## src/rtl/cpu_step_ctrl_if.sv

```systemverilog
// cpu_step_ctrl_if: board-side inputs and CPU-side outputs of the run/step controller
interface cpu_step_ctrl_if #(parameter int STEP_W = 16);
    logic              div_clk;
    logic              btn_step;
    logic              sw_run;
    logic              cpu_en;
    logic [1:0]        mode;
    logic [STEP_W-1:0] step_count;
    modport master (output div_clk, btn_step, sw_run, input cpu_en, mode, step_count);
    modport slave  (input div_clk, btn_step, sw_run, output cpu_en, mode, step_count);
endinterface

```

## src/rtl/cpu_step_ctrl.sv

```systemverilog
// cpu_step_ctrl: turns divided-clock rising edges into one-cycle CPU enables, gated by run/halt/step mode
module cpu_step_ctrl #(
    parameter int DEBOUNCE_CYCLES = 1000000,
    parameter int DB_W            = 20,
    parameter int STEP_W          = 16
) (
    input logic           out_clk,
    input logic           reset_n,
    cpu_step_ctrl_if.slave bus
);
    typedef enum logic [1:0] {HALT = 2'b00, RUN = 2'b01, STEP = 2'b10} state_t;
    state_t            state;
    logic              div_s1, div_s2, div_s3;
    logic              btn_s1, btn_s2;
    logic              run_s1, run_s2;
    logic              btn_stable, press, cpu_en;
    logic [DB_W-1:0]   db_cnt;
    logic [STEP_W-1:0] step_count;
    logic              div_tick, db_done;
    assign div_tick = div_s2 & ~div_s3;
    assign db_done  = db_cnt == DB_W'(DEBOUNCE_CYCLES - 1);
    always_ff @(posedge out_clk) begin
        if (!reset_n) begin
            {div_s1, div_s2, div_s3} <= '0;
            {btn_s1, btn_s2, run_s1, run_s2} <= '0;
            btn_stable <= 1'b0;
            press      <= 1'b0;
            db_cnt     <= '0;
            cpu_en     <= 1'b0;
            step_count <= '0;
            state      <= HALT;
        end else begin
            {div_s1, div_s2, div_s3} <= {bus.div_clk, div_s1, div_s2};
            {btn_s1, btn_s2} <= {bus.btn_step, btn_s1};
            {run_s1, run_s2} <= {bus.sw_run, run_s1};
            press <= 1'b0;
            // a new level must persist DEBOUNCE_CYCLES cycles; only an accepted rise is a press
            if (btn_s2 == btn_stable)
                db_cnt <= '0;
            else if (db_done) begin
                btn_stable <= btn_s2;
                db_cnt     <= '0;
                press      <= btn_s2;
            end else
                db_cnt <= db_cnt + 1'b1;
            step_count <= step_count + STEP_W'(cpu_en);
            case (state)
                HALT: begin
                    cpu_en <= 1'b0;
                    state  <= run_s2 ? RUN : press ? STEP : HALT;
                end
                RUN: begin
                    cpu_en <= div_tick;
                    state  <= run_s2 ? RUN : HALT;
                end
                STEP: begin
                    cpu_en <= div_tick;
                    state  <= div_tick ? HALT : STEP;
                end
                default: begin
                    cpu_en <= 1'b0;
                    state  <= HALT;
                end
            endcase
        end
    end
    assign bus.cpu_en     = cpu_en;
    assign bus.mode       = state;
    assign bus.step_count = step_count;
endmodule

```

## src/flat_wrapper.sv

```systemverilog
// flat-port wrapper written by rule: the top's interface ports become plain ports
module cpu_step_ctrl_flat 
#(
    parameter int DEBOUNCE_CYCLES = 1000000,
    parameter int DB_W            = 20,
    parameter int STEP_W          = 16
)
  (out_clk, reset_n, bus_div_clk, bus_btn_step, bus_sw_run, bus_cpu_en, bus_mode, bus_step_count);
  cpu_step_ctrl_if #(.STEP_W(STEP_W)) bus_i ();
  input logic out_clk;
  input logic reset_n;
  input wire logic [$bits(bus_i.div_clk)-1:0] bus_div_clk;
  input wire logic [$bits(bus_i.btn_step)-1:0] bus_btn_step;
  input wire logic [$bits(bus_i.sw_run)-1:0] bus_sw_run;
  output wire logic [$bits(bus_i.cpu_en)-1:0] bus_cpu_en;
  output wire logic [$bits(bus_i.mode)-1:0] bus_mode;
  output wire logic [$bits(bus_i.step_count)-1:0] bus_step_count;
  assign bus_i.div_clk = bus_div_clk;
  assign bus_i.btn_step = bus_btn_step;
  assign bus_i.sw_run = bus_sw_run;
  assign bus_cpu_en = bus_i.cpu_en;
  assign bus_mode = bus_i.mode;
  assign bus_step_count = bus_i.step_count;
  cpu_step_ctrl #(.DEBOUNCE_CYCLES(DEBOUNCE_CYCLES), .DB_W(DB_W), .STEP_W(STEP_W)) u_core (.out_clk(out_clk), .reset_n(reset_n), .bus(bus_i));
endmodule
```

## config.mk

```make
export PLATFORM = sky130hd
export DESIGN_NAME = cpu_step_ctrl_flat
export DESIGN_NICKNAME = d
export VERILOG_FILES = /design/src/rtl/cpu_step_ctrl_if.sv /design/src/rtl/cpu_step_ctrl.sv /design/src/flat_wrapper.sv
export SDC_FILE = /design/constraint.sdc
export NUM_CORES = 1
export LEC_CHECK = 0
export CAP_MARGIN = 30
export CORE_MARGIN = 4
export CORE_UTILIZATION = 50
export CTS_BUF_LIST = sky130_fd_sc_hd__clkbuf_4 sky130_fd_sc_hd__clkbuf_8
export DETAILED_ROUTE_END_ITERATION = 16
export GPL_ROUTABILITY_DRIVEN = 0
export PLACE_DENSITY = 0.75
export SYNTH_ARGS = -nofsm -noshare
export SYNTH_HDL_FRONTEND = slang
export SYNTH_SLANG_ARGS = --single-unit
```

## constraint.sdc

```tcl
create_clock -name out_clk -period 2 [get_ports out_clk]
set_input_delay 0.3 -clock out_clk [delete_from_list [all_inputs] [get_ports out_clk]]
set_output_delay 0.3 -clock out_clk [all_outputs]
set_load 0.02 [all_outputs]
```

==> flow_metrics.env <==
export IMPL_maxSlewViolCount=0
export IMPL_synth_commonest_cells="dfxtp_1 (48), and2_1 (20), nand2_1 (16), nor2_1 (15)"
export IMPL_clock_path_buffers=2
export IMPL_holdWs_ns=0.440
export IMPL_grt_setup_unrepaired="true"
export IMPL_totalWireLength_um=3910
export IMPL_htree_levels=2
export IMPL_coreArea_um2=4000
export IMPL_drive_gt1_share_pct=9.88
export IMPL_grt_max_degree=15
export IMPL_synth_seq_area_share_pct=46.5
export IMPL_setup_viol=0
export IMPL_hold_buffers=0
export IMPL_vias=1601
export IMPL_io_buffers=23
export IMPL_cts_root_buf="clkbuf_8"
export IMPL_clkLatencyLatePin_ns=0.30
export IMPL_synth_seq_cells=48
export IMPL_syn_area_um2=2060
export IMPL_required_ns=2.19
export IMPL_antenna_found_initial=0
export IMPL_area_growth_pct=21.2
export IMPL_finClkSkew_ns=0.00590
export IMPL_drt_iter0_drc=70
export IMPL_yosysMostFrequentCell="dfxtp_1"
export IMPL_status="finished clean"
export IMPL_ioPinCount=24
export IMPL_ys_flop_type="dfxtp_1"
export IMPL_fin_crit_sh_pct=97.4
export IMPL_avgRoutedWirePerCell_um=12.9
export IMPL_final_min_clock_period_ns=1.95
export IMPL_place_area_um2=2390
export IMPL_yosysTopAreaCell="dfxtp_1"
export IMPL_n_antenna_cell=0
export IMPL_fp_dieH_um=72.3
export IMPL_rows=23
export IMPL_yosys_warnings=0
export IMPL_crit_path_start_kind="flip-flop"
export IMPL_crit_arrival_ns=2.14
export IMPL_async_reset_ff_share_pct=0
export IMPL_p_per_area_nw_per_um2=647
export IMPL_yosysTopAreaCellShare_pct=46.5
export IMPL_final_cells=303
export IMPL_ir_drop_v=0.000444
export IMPL_cts_resized=0
export IMPL_synth_cell_type_count=38
export IMPL_drc=0
export IMPL_syn_inst=219
export IMPL_worstMarginPinSlew_ns=0.496
export IMPL_cp_slowest_cell="or4_4"
export IMPL_crit_type="reg2reg"
export IMPL_cts_buffers=5
export IMPL_die_w_um=72.3
export IMPL_nets=264
export IMPL_timing_fmax_mhz=513
export IMPL_viasPerCell=5.28
export IMPL_fillers=343
export IMPL_grt_pass1_wl_um=6870
export IMPL_hold_viol=0
export IMPL_hpwl_um=2830
export IMPL_grt_pass1_vias=1495
export IMPL_post_cts_setup_buffer_count=0
export IMPL_synth_edff_count=0
export IMPL_tritoncts="built"
export IMPL_cp_slowest_stage_delay_ns=0.56
export IMPL_drt_pass1_iterations=4
export IMPL_crit_fanout=10
export IMPL_dp_cells=295
export IMPL_grt_usage_pct=16.9
export IMPL_relSlewSlack_pct=66.8
export IMPL_fin_area_um2=2500
export IMPL_synth_avg_cell_area_um2=9.43
export IMPL_die_area_um2=5220
export IMPL_start_util_pct=51.6
export IMPL_grt_overflow=0
export IMPL_p_leak_uw=0.000915
export IMPL_cts_sinks=48
export IMPL_cp_end_kind="flip-flop"
export IMPL_postSynthNetCount=231
export IMPL_tns_ns=0
export IMPL_maxCapViolations=0
export IMPL_ant_nets=0
export IMPL_min_path_type="reg2reg"
export IMPL_synthTopCellsByArea="dfxtp_1 (47%), and2_1 (6.1%), xnor2_1 (5.1%)"
export IMPL_path_cells="or4_1 > or4_4 > o211ai_4 > buf_6 > nor2_1"
export IMPL_clk_pin_slew_ns=0.08
critical path, delay by kind of cell (launching register included):
kind | cells | cell delay [ns]
simple gates | 3 | 1.13
flops | 1 | 0.34
compound gates | 1 | 0.20
buf+inv | 1 | 0.17
report_power, final:
group	switching (µW)	internal [µW]	leakage, µW	total, µW
Sequential	3.31	962	0.000389	965
Clock	320	295	0.0000479	615
Combinational	18.3	20.7	0.000479	39.0
final cells by class:
type	instances	area (µm²)	share of cell area, %
clock buffers	7	90.1	3.60
flip-flops and latches	48	962	38.5
multi-input cells	156	1030	41.3
repair buffers	34	320	12.8
inverters	7	26.3	1.05
well taps	50	62.6	2.50
clock inverters	1	7.51	0.300
layout by cell type (no fill, tap or decap), types with 3 or more instances in the layout:
cell type	Yosys	routed
nand3_1	12	12
ha_1	7	7
dfxtp_1	48	47
a21oi_1	6	6
o21ai_0	8	8
xor2_1	11	11
nand4_1	9	9
buf_4	2	9
and3_1	3	3
inv_1	7	7
or3_1	6	6
clkbuf_8	0	6
or4_1	4	4
and2_1	20	20
nand2_1	16	16
nor2_1	15	15
clkdlybuf4s50_1	0	23
nor3_1	3	3
xnor2_1	12	12
metal layers:
| metal | share of wire (%) | vias to the layer above | global-route usage [%] |
|---|---|---|---|
| met2 | 47 | 24 | 26.3 |
| li1 | - | 819 | - |
| met5 | 0 | - | 0 |
| met3 | 3.7 | 7 | 5.12 |
| met4 | 1.7 | 0 | 7.93 |
| met1 | 47 | 751 | 21.2 |
cells by family (layout without fill, tap and decap cells):
kind of cell	after synthesis	count (layout)	share of synthesized area [%]
AOI/OAI and AO/OA	21	21	6.42
xor gates and xnor gates	23	23	9.76
adders and majority gates	7	7	4.24
buffers and inverters	15	49	3.82
DFF	48	48	46.5
muxes	2	2	0.970
and+or+nand+nor	103	103	28.2
worst paths after layout:
check	cells past startpoint	slack (ns)	endpoint	startpoint
max	5	0.05	u_core.db_cnt[11]	u_core.db_cnt[15]
min	1	0.44	u_core.btn_s2	u_core.btn_s1
max reg2reg	5	0.05	u_core.db_cnt[11]	u_core.db_cnt[15]
min reg2reg	1	0.44	u_core.btn_s2	u_core.btn_s1
state kept, by name (all words and copies together), names as in the netlist:
signal / count
u_core.press: 1
u_core.run_s1: 1
u_core.div_s3: 1
u_core.div_s1: 1
u_core.bus.mode: 2
u_core.run_s2: 1
u_core.btn_s2: 1
u_core.db_cnt: 20
u_core.div_s2: 1
u_core.bus.step_count: 16
u_core.btn_s1: 1
u_core.bus.cpu_en: 1
u_core.btn_stable: 1
through the flow:
stage          power (µW)  setup slack (ns)  utilization (%)
6_report             1620            0.0518             62.6
5_1_grt              1670           -0.0155             62.6
4_1_cts              1630            0.0528             62.1
3_5_place_dp         1030            0.0636             59.7
3_3_place_gp         1030            0.0985             59.7
2_1_floorplan        1010            0.0967                -
Power figures use the tool's default switching activity.
